<file path="src/rtl/ercm8_share_arb.sv">
// ---------------------------------------------------------------------------
// ercm8_share_arb
//   Shares one external combinational ERCM8-class 8x8 approximate multiplier
//   between NREQ requesters. Requests are picked round-robin. The winning
//   operands are registered in S1, and S1 drives the multiplier. The product
//   is then captured in a one-entry output buffer (S2) and returned with the
//   ID of the requester that issued it.
//
// Ports
//   clk, rst_n          clock, asynchronous active-low reset
//   req_valid/ready     per-requester handshake (at most one ready bit high)
//   req_a/req_b         packed 8-bit operands, requester i at [8i+7:8i]
//   req_mask            packed 7-bit masks, requester i at [7i+6:7i]
//   mul_a/mul_b/mul_mask  S1 operands to the multiplier
//   mul_p               multiplier product (combinational from mul_*)
//   rsp_valid/ready     response handshake
//   rsp_id/rsp_dat      requester index and product of the response
//   busy                S1 or S2 holds an operation
//   op_cnt              completed response handshakes, wraps
// ---------------------------------------------------------------------------
module ercm8_share_arb #(
    parameter int NREQ  = 4,
    parameter int ID_W  = 2,
    parameter int CNT_W = 16
) (
    input  logic                clk,
    input  logic                rst_n,
    input  logic [NREQ-1:0]     req_valid,
    output logic [NREQ-1:0]     req_ready,
    input  logic [8*NREQ-1:0]   req_a,
    input  logic [8*NREQ-1:0]   req_b,
    input  logic [7*NREQ-1:0]   req_mask,
    output logic [7:0]          mul_a,
    output logic [7:0]          mul_b,
    output logic [6:0]          mul_mask,
    input  logic [15:0]         mul_p,
    output logic                rsp_valid,
    input  logic                rsp_ready,
    output logic [ID_W-1:0]     rsp_id,
    output logic [15:0]         rsp_dat,
    output logic                busy,
    output logic [CNT_W-1:0]    op_cnt
);

    // S1: operand stage in front of the multiplier
    logic               r_s1_v;
    logic [7:0]         r_s1_a;
    logic [7:0]         r_s1_b;
    logic [6:0]         r_s1_mask;
    logic [ID_W-1:0]    r_s1_id;

    // S2: response buffer
    logic               r_rsp_valid;
    logic [ID_W-1:0]    r_rsp_id;
    logic [15:0]        r_rsp_dat;

    logic [CNT_W-1:0]   r_op_cnt;
    logic [ID_W-1:0]    r_rr_ptr;

    logic               w_rsp_hs;
    logic               w_s2_adv;
    logic               w_s1_free;
    logic               w_win_found;
    logic [ID_W-1:0]    w_win_id;
    logic               w_accept;
    logic [ID_W-1:0]    w_ptr_nxt;
    logic [7:0]         w_win_a;
    logic [7:0]         w_win_b;
    logic [6:0]         w_win_mask;
    int                 w_idx;

    assign w_rsp_hs  = r_rsp_valid & rsp_ready;
    assign w_s2_adv  = r_s1_v & (~r_rsp_valid | rsp_ready);
    assign w_s1_free = ~r_s1_v | w_s2_adv;

    // Round-robin search starting at r_rr_ptr, wrapping at NREQ-1.
    always_comb begin
        w_win_found = 1'b0;
        w_win_id    = '0;
        w_idx       = 0;
        for (int k = 0; k < NREQ; k++) begin
            w_idx = int'(r_rr_ptr) + k;
            if (w_idx >= NREQ) begin
                w_idx = w_idx - NREQ;
            end
            if (!w_win_found && req_valid[w_idx]) begin
                w_win_found = 1'b1;
                w_win_id    = ID_W'(w_idx);
            end
        end
    end

    // rst_n gates the grant so req_ready reads 0 while reset is held, even
    // though S1 is empty then and would otherwise look free.
    assign w_accept = w_win_found & w_s1_free & rst_n;

    always_comb begin
        req_ready = '0;
        for (int i = 0; i < NREQ; i++) begin
            req_ready[i] = w_accept & (int'(w_win_id) == i);
        end
    end

    always_comb begin
        w_win_a    = req_a[int'(w_win_id)*8 +: 8];
        w_win_b    = req_b[int'(w_win_id)*8 +: 8];
        w_win_mask = req_mask[int'(w_win_id)*7 +: 7];
    end

    assign w_ptr_nxt = (int'(w_win_id) == NREQ - 1) ? '0 : w_win_id + ID_W'(1);

    always_ff @(posedge clk or negedge rst_n) begin
        if (!rst_n) begin
            r_s1_v      <= 1'b0;
            r_s1_a      <= '0;
            r_s1_b      <= '0;
            r_s1_mask   <= '0;
            r_s1_id     <= '0;
            r_rr_ptr    <= '0;
        end else begin
            if (w_accept) begin
                r_s1_v    <= 1'b1;
                r_s1_a    <= w_win_a;
                r_s1_b    <= w_win_b;
                r_s1_mask <= w_win_mask;
                r_s1_id   <= w_win_id;
                r_rr_ptr  <= w_ptr_nxt;
            end else if (w_s2_adv) begin
                r_s1_v    <= 1'b0;
            end
        end
    end

    always_ff @(posedge clk or negedge rst_n) begin
        if (!rst_n) begin
            r_rsp_valid <= 1'b0;
            r_rsp_id    <= '0;
            r_rsp_dat   <= '0;
            r_op_cnt    <= '0;
        end else begin
            if (w_s2_adv) begin
                r_rsp_valid <= 1'b1;
                r_rsp_id    <= r_s1_id;
                r_rsp_dat   <= mul_p;
            end else if (w_rsp_hs) begin
                r_rsp_valid <= 1'b0;
            end
            if (w_rsp_hs) begin
                r_op_cnt <= r_op_cnt + CNT_W'(1);
            end
        end
    end

    assign mul_a     = r_s1_a;
    assign mul_b     = r_s1_b;
    assign mul_mask  = r_s1_mask;
    assign rsp_valid = r_rsp_valid;
    assign rsp_id    = r_rsp_id;
    assign rsp_dat   = r_rsp_dat;
    assign busy      = r_s1_v | r_rsp_valid;
    assign op_cnt    = r_op_cnt;

endmodule

</file>
<file path="config.mk">
export PLATFORM = sky130hd
export DESIGN_NAME = ercm8_share_arb
export DESIGN_NICKNAME = d
export VERILOG_FILES = /design/src/rtl/ercm8_share_arb.sv
export SDC_FILE = /design/constraint.sdc
export NUM_CORES = 1
export LEC_CHECK = 0
export ABC_AREA = 1
export BUFFER_PORTS_ARGS = -buffer_cell sky130_fd_sc_hd__buf_2
export CORE_MARGIN = 2
export CORE_UTILIZATION = 25
export DETAILED_ROUTE_END_ITERATION = 10
export PLACE_DENSITY = 0.46
export SLEW_MARGIN = 20
export SYNTH_ARGS = -nofsm -noshare
export SYNTH_HDL_FRONTEND = slang
export SYNTH_SLANG_ARGS = --single-unit
</file>
<file path="constraint.sdc">
create_clock -name clk -period 4.75 [get_ports clk]
set_input_delay 0.7125 -clock clk [delete_from_list [all_inputs] [get_ports clk]]
set_output_delay 0.7125 -clock clk [all_outputs]
set_load 0.01 [all_outputs]
</file>
=== After elaboration in Yosys (flattened, before gate mapping) ===
Index checks and enable logic that the tools add are counted.

* Add/subtract/negate cells: 9
* Multipliers: 1
* Div/mod/pow operators: 0
* $lt $le $gt $ge: 8
* Equality and inequality tests: 3
* Shifts and indexed selects: 3
* Mux-type cells: 29
* Bitwise operators: 13
* Reductions and logical operators: 9

{| class="wikitable"
|+ Operators by type and width
! kind !! count
|-
| $lt A32 B4 Y1 const B || 4
|-
| $mux W32 || 4
|-
| $shiftx A32 B6 Y8 || 2
|-
| $shiftx A28 B6 Y7 || 1
|-
| $add A16 B1 Y16 const B || 1
|-
| $mux W1 || 16
|-
| $sub A3 B3 Y4 const B || 3
|-
| $mux W2 || 5
|-
| $ge A3 B3 Y1 const B || 3
|-
| $and A1 B1 Y1 || 8
|-
| $bmux W1 S2 || 4
|-
| $add A2 B2 Y3 const B || 2
|-
| $mul A2 B3 Y5 const B || 1
|-
| $eq A2 B2 Y1 const B || 2
|-
| $reduce_bool A2 Y1 || 2
|-
| $sub A2 B3 Y4 const B || 1
|-
| $add A2 B1 Y3 const B || 1
|-
| $ge A2 B3 Y1 const B || 1
|-
| $logic_and A1 B1 Y1 || 3
|-
| $logic_not A1 Y1 || 3
|-
| $or A1 B1 Y1 || 3
|-
| $add A2 B1 Y2 const B || 1
|-
| $eq A2 B1 Y1 const B || 1
|-
| $logic_not A2 Y1 || 1
|-
| $not A1 Y1 || 2
|}

* Bits in registers: 63
* Latch bits: 0
* Memory bits (writable): 0
* Memory bits (read-only): 0
* Bits of input ports: 115
* Output and inout port bits: 63
* Logic and storage cells: 85
* Memories kept: 0

=== Longest topological paths before layout ===
Gate-level depths: netlist of the first run.

* Word-level depth: 18
* Gate-level depth with buffers: 16

=== Worst setup path after synthesis of the first run ===
No wires, ideal clock.

* Path kind: input to output
* From: input req_valid[1]
* To: output req_ready[3]
* Arrival: 1.876 ns
* Required time: 4.038 ns
* Setup slack: 2.161 ns
* Stages: 13
* Path buffers: 2
* Path through: inv_1 > nand2_1 > nand3_1 > nand2_1 > inv_1 > nand2_1 > nand2_1 > nand3_2 > buf_4 > buf_4 > nor2_1 > inv_1 > nor2_1

* Longest elaborated chain between the ends: 16
* Elaborated cells between the ends (all ways): 30

{| class="wikitable"
|+ Ends and longest elaborated chain
! item !! line !! text
|-
| start: declaration || 28 || <nowiki>input logic [NREQ-1:0] req_valid,</nowiki>
|-
| $bmux W1 S2 || 86 || <nowiki>if (!w_win_found && req_valid[w_idx]) begin</nowiki>
|-
| $mux W1 (implied by the code) (2 in series) || 86 ||
|-
| $mux W1 || 86 ||
|-
| $logic_not A1 Y1 || 86 ||
|-
| $logic_and A1 B1 Y1 || 86 ||
|-
| $mux W1 || 86 ||
|-
| $logic_not A1 Y1 || 86 ||
|-
| $logic_and A1 B1 Y1 || 86 ||
|-
| $mux W1 || 86 ||
|-
| $logic_not A1 Y1 || 86 ||
|-
| $logic_and A1 B1 Y1 || 86 ||
|-
| $mux W1 || 86 ||
|-
| $and A1 B1 Y1 (2 in series) || 95 || <nowiki>assign w_accept = w_win_found & w_s1_free & rst_n;</nowiki>
|-
| $and A1 B1 Y1 (*) || 100 || <nowiki>req_ready[i] = w_accept & (int'(w_win_id) == i);</nowiki>
|-
| end: declaration || 29 || <nowiki>output logic [NREQ-1:0] req_ready,</nowiki>
|}

Every way passes the cells marked *; elsewhere a longest branch is shown, timed or not. The select of a mux whose other input is x is not followed.

=== Worst setup path in the final report of the first run ===
* From: register r_rr_ptr[0]
* To: output req_ready[3]

* Longest elaborated chain between the ends: 18
* Elaborated cells between the ends (all ways): 45

{| class="wikitable"
|+ Ends and longest elaborated chain
! item !! line !! text
|-
| start: declaration || 58 || <nowiki>logic [ID_W-1:0] r_rr_ptr;</nowiki>
|-
| start signal: assignment || 127 || <nowiki>r_rr_ptr <= w_ptr_nxt;</nowiki>
|-
| branches (longest 17 deep; another with $sub A3 B3 Y4) || -- ||
|-
| $and A1 B1 Y1 (*) || 100 ||
|}

Mark *: on every way between the ends. The select of a mux whose other input is x is not followed.

==> results of run 1 <==
## metal layers
layer	GRT usage, %	vias up	routed length (um)
li1	-	1954	-
met4	3.23	0	78
met2	20.8	144	4860
met1	18.8	1726	5220
met3	3.92	12	865
met5	0	-	0
## worst paths after layout
| check | from | endpoint | slack [ns] |
|---|---|---|---|
| max in group asynchronous | rst_n | r_s1_id[0] | 3.59 |
| min in group asynchronous | rst_n | mul_mask[6] | 0.59 |
| setup reg to reg | r_rr_ptr[0] | mul_mask[5] | 1.74 |
| hold reg to reg | op_cnt[15] | op_cnt[15] | 0.47 |
| hold / removal | op_cnt[15] | op_cnt[15] | 0.47 |
| setup / recovery | r_rr_ptr[0] | req_ready[3] | 0.80 |
## per-stage QoR
stage | util [%] | hold WS [ns] | area [um2] | worst slack [ns]
after floorplan | - | 0.417 | 3830 | 2.16
after global placement | 32.0 | 0.457 | 4830 | 1.16
after detailed placement | 32.0 | 0.465 | 4830 | 1.04
after CTS | 33.8 | 0.472 | 5100 | 0.792
after global routing | 33.8 | 0.509 | 5100 | 0.506
final | 33.8 | 0.474 | 5100 | 0.799
## power groups by stage
| stage | clock network [uW] | logic (uW) | registers (uW) |
|---|---|---|---|
| finish | 599 | 2090 | 932 |
| global route | 647 | 2410 | 964 |
| CTS | 625 | 2130 | 936 |
| detailed placement | 0 | 2130 | 940 |
| global placement | 0 | 2120 | 941 |
| floorplan | 0 | 1510 | 998 |
## cells by family after synthesis
logic type	Yosys count	synth area share, %
buffers and inverters	122	14.0
xor gates and xnor gates	15	3.43
AOI/OAI and AO/OA	16	2.78
and+or+nand+nor	284	33.6
muxes	16	4.71
adders and majority gates	1	0.327
DFF	63	41.2
## registers in the layout (all words and copies together) (netlist names)
register and count:
op_cnt 16, r_s1_id 2, mul_b 8, rsp_valid 1, mul_a 8, rsp_dat 16
r_rr_ptr 2, r_s1_v 1, rsp_id 2, mul_mask 7
## cell type report
cell class	count	area, um2	share of cell area (%)
Timing Repair Buffer	183	931	18.2
Tap cell	188	235	4.61
Inverter	97	372	7.28
Clock buffer	11	253	4.95
Clock inverter	3	20.0	0.392
Sequential cell	63	1580	30.9
Multi-Input combinational cell	332	1720	33.6
## cell usage in the layout, fill, tap and decap left out, types with 4 or more instances in the layout
master and instances:
or2_1 9, mux2_2 16, nand3_1 60, clkbuf_16 9, nor2_1 13, nand2_1 164
xnor2_1 5, buf_2 177, buf_4 6, xor2_1 10, dfrtp_1 63, o21ai_0 4
inv_1 93, o211ai_1 10, nand4_1 28
==> impl_metrics.ini, run 1 <==
[synthesis]
synthDistinctLibCells = 29
synth_top_cell_by_area = dfrtp_1
synth_top_area_share_pct = 41.2
syn_inst = 517
async_flop_share_pct = 100
ys.flop_type = dfrtp_1
synthesis.area_um2 = 3830
yosys_warnings = 0
synth_most_common_cell = nand2_1
synth_area_per_cell_um2 = 7.41
yosysSeqAreaShare_pct = 41.2
synth_area_leaders = dfrtp_1 (41%), nand2_1 (16%), inv_1 (9.1%)
ys_top_cells_by_count = nand2_1 (164), inv_1 (93), dfrtp_1 (63)
synth_edf_count = 0
syn-num-nets = 633
yosys_register_bits = 63

[critical_path]
r2r_cells = 12
cp_slowest_cell = dfrtp_1
path_cells = inv_6 > nand2_1 > nand2_1 > nor2_1 > nor2_1 > nand3_2 > buf_4 > nand3_1 > buf_4 > nor2_1 > inv_1 > nor2_1 > buf_2
crit_arrival_ns = 3.24
crit_path_max_incr_delay_ns = 0.59
critPathBufInv = 5
worst-path-stages = 13
worstSetupPathType = reg -> out
path_max_fanout = 30
cp.required_ns = 4.04
start_kind = flop
cp_common_cell = nor2_1
crit_family = simple AND/OR/NAND/NOR gates
setup.worst_path.end_class = primary output

[sta]
max_freq_ghz = 0.253
slew_headroom_pct = 45.6
setup_violations = 0
rsz0062_at_grt = no
post-route-period-util_pct = 83.2
tns_ns = 0
worstMarginPinSlew_ns = 0.816
hold_violations = 0
fin_crit_ns = 3.95
final_max_slew_viol_count = 0
skew_ns = 0.00887

[global_routing]
grt_max_degree = 64
grt_pass1_wl_mm = 17.8
grt_overflow_total = 0
first_global_vias = 3714
grt.total_usage_pct = 13.6
antenna_found_initial = 0

[clock_tree]
cts_hold_buf = 0
cts-root-buf = clkbuf_16
h-tree-depth = 3
clk_pin_slew_worst_paths_ns = 0.05
cts_setup_buffers = 0
clkLatencyLatePin_ns = 0.32
cts_buffers = 9
cts_sinks = 63
cts_tree = built
ctsResizeCount = 0
cts_buffer_depth = 2

[die]
io_pins = 178
die_h_um = 128
core_um2 = 15100
dieArea_um2 = 16300
start_util_pct = 25.4
rows = 45
die_w_um = 128

[place]
post-place-cells = 863
hpwl_mm = 8.41
globalplace.congestion = 0.837
io_buffer_count = 177

[pwr]
ir_drop_uv = 253
intPower_uw = 1910
finalPower_uw = 3620
power_leakage_uw = 0.00302
p_sw_uw = 1710
p_clk_share_pct = 16.5
p_per_area_nw_per_um2 = 710
p_comb_share_pct = 57.7
seqPwrFrac_pct = 25.7
swShare_pct = 47.3

[routing]
wirelength_mm = 11.0
ant_nets = 0
vias = 3836
via_per_inst = 4.37
drt_iter0_markers = 231
wl_per_cell_um = 12.6
drc = 0
dr.pass1.iters = 4

[run_status]
status = finished, final reports clean

[final_layout]
area.growth.synth_to_final_pct = 33.3
drive_gt1_share_pct = 32.5
nNetsFinal = 802
diodes = 0
n_fill_cell = 1679
stdcell_count = 877

[hold_path]
hold_depth = 1
hp-class = reg -> reg

[job]
drv_cap = 0
Note: power is estimated with default switching activity, not from simulation.
==> run 2: changes to the inputs <==
Settings changed: PLACE_DENSITY 0.46 to 0.48.
Clock period 4.75 ns to 3.25 ns, I/O delays scaled along.
==> run 2 against run 1 <==
Effect of this change: design area increased by 0.51%; critical path depth decreased by 2; register-to-register slack got worse by 0.66 ns; global-route usage about the same; worst setup slack got worse by 0.37 ns; flip-flop and latch count is the same; critical endpoint is now req_ready[1]; first-iteration DRC count fell by 17%; critical path type unchanged.
==> impl_metrics.ini, run 2 (same netlist as run 1, synthesis figures left out) <==
[clock_tree]
ctsResizeCount = 0
clk_pin_slew_worst_paths_ns = 0.05
clkLatencyLatePin_ns = 0.32
cts_buffer_depth = 2
cts_buffers = 9
cts-root-buf = clkbuf_16
cts_hold_buf = 0
h-tree-depth = 3
cts_tree = built
cts_sinks = 63
cts_setup_buffers = 0

[final_layout]
area.growth.synth_to_final_pct = 34.0
n_fill_cell = 1610
drive_gt1_share_pct = 32.8
final_cell_mix = buf_2 (177), nand2_1 (164), inv_1 (93)
final_common_cell = buf_2
stdcell_count = 880
diodes = 0
nNetsFinal = 804

[routing]
drt_iter0_markers = 191
drt-met1-wl_mm = 5.15
wirelength_mm = 11.1
ant_nets = 0
dr.max_layer_used = met4
via_per_inst = 4.36
wl_met3_um = 938
wl_met2_mm = 4.89
vias = 3834
dr.pass1.iters = 5
wl_per_cell_um = 12.6
drc = 0

[sta]
final_max_slew_viol_count = 0
rsz0062_at_grt = no
setup_violations = 0
post-route-period-util_pct = 86.9
fin_crit_ns = 2.82
slew_headroom_pct = 45.6
max_freq_ghz = 0.354
tns_ns = 0
hold_violations = 0
worstMarginPinSlew_ns = 0.815
skew_ns = 0.00874

[global_routing]
first_global_vias = 3626
grt_pass1_wl_mm = 17.8
antenna_found_initial = 0
grt_overflow_total = 0
grt.total_usage_pct = 13.6
grt_max_degree = 64

[run_status]
status = finished, final reports clean

[pwr]
ir_drop_uv = 363
p_per_area_nw_per_um2 = 1040
finalPower_uw = 5340
power_leakage_uw = 0.00304

[critical_path]
timing.rr.end = mul_mask[2]
crit_arrival_ns = 2.34
r2r_cells = 12
start_kind = flop
cp.required_ns = 2.76
path_max_fanout = 18
setup.worst_path.end_class = primary output
worstSetupPathType = reg -> out
rrSetupSlack_ns = 1.08
timing.rr.start = r_rr_ptr[0]

[place]
io_buffer_count = 177
globalplace.congestion = 0.849
post-place-cells = 865
hpwl_mm = 8.46

[die]
die_h_um = 128
dieArea_um2 = 16300
die_w_um = 128
io_pins = 178
core_um2 = 15100
rows = 45
start_util_pct = 25.4

[hold_path]
hp-class = in -> async

[job]
drv_cap = 0
## run 2: changes by cell type in the layout (fill, tap and decap cells not counted)
cell / previous run / this run
clkinvlp_4: 2 / 1
clkinv_2: 1 / 2
buf_4: 6 / 8
clkbuf_8: 2 / 3
## run 2: area by class of cell
class,instances,area [um2],area share [%]
clock inverters,3,17.5,0.341
repair buffers,185,946,18.4
flip-flops and latches,63,1580,30.7
well taps,188,235,4.59
clock buffers,12,267,5.20
inverters,97,372,7.24
multi-input cells,332,1720,33.5
## run 2: report_power, final
group	internal (uW)	switching (uW)
registers	1130	216
logic	1130	1960
clock network	571	335
total	2830	2510
## run 2: worst max-delay path by stage
stage,startpoint,to,slack (ns),cells past startpoint
CTS,r_rr_ptr[0],req_ready[1],0.37,11
global route,r_rr_ptr[0],req_ready[0],0.14,11
floorplan,r_rr_ptr[0],req_ready[3],1.09,14
finish,r_rr_ptr[0],req_ready[1],0.43,11
global placement,req_valid[3],req_ready[1],0.80,11
detailed placement,req_valid[3],req_ready[1],0.72,11
## run 2: through the flow
step                setup WS [ns]  util (%)  hold slack (ns)  instance area (um2)
floorplan                    1.09         -            0.192                 3830
global placement            0.802      32.1            0.461                 4850
detailed placement          0.723      32.1            0.462                 4850
CTS                         0.365      34.0            0.372                 5130
global route                0.141      34.0            0.380                 5130
finish                      0.427      34.0            0.392                 5130
## run 2: metal layers
| metal | up-vias | track usage [%] |
|---|---|---|
| li1 | 1949 | - |
| met1 | 1706 | 18.2 |
| met2 | 167 | 21.4 |
| met3 | 12 | 4.30 |
| met4 | 0 | 3.17 |
| met5 | - | 0 |
## run 2: worst max-delay path: stages, from the launching register on
cell and delay (ns):
dfrtp_1 0.57, inv_6 0.08, nand2_1 0.11, nand3_1 0.07, nand2_1 0.11, inv_1 0.07, nand3_1 0.12, nand3_4 0.25
inv_4 0.27, nand2_1 0.12, inv_1 0.08, buf_2 0.13
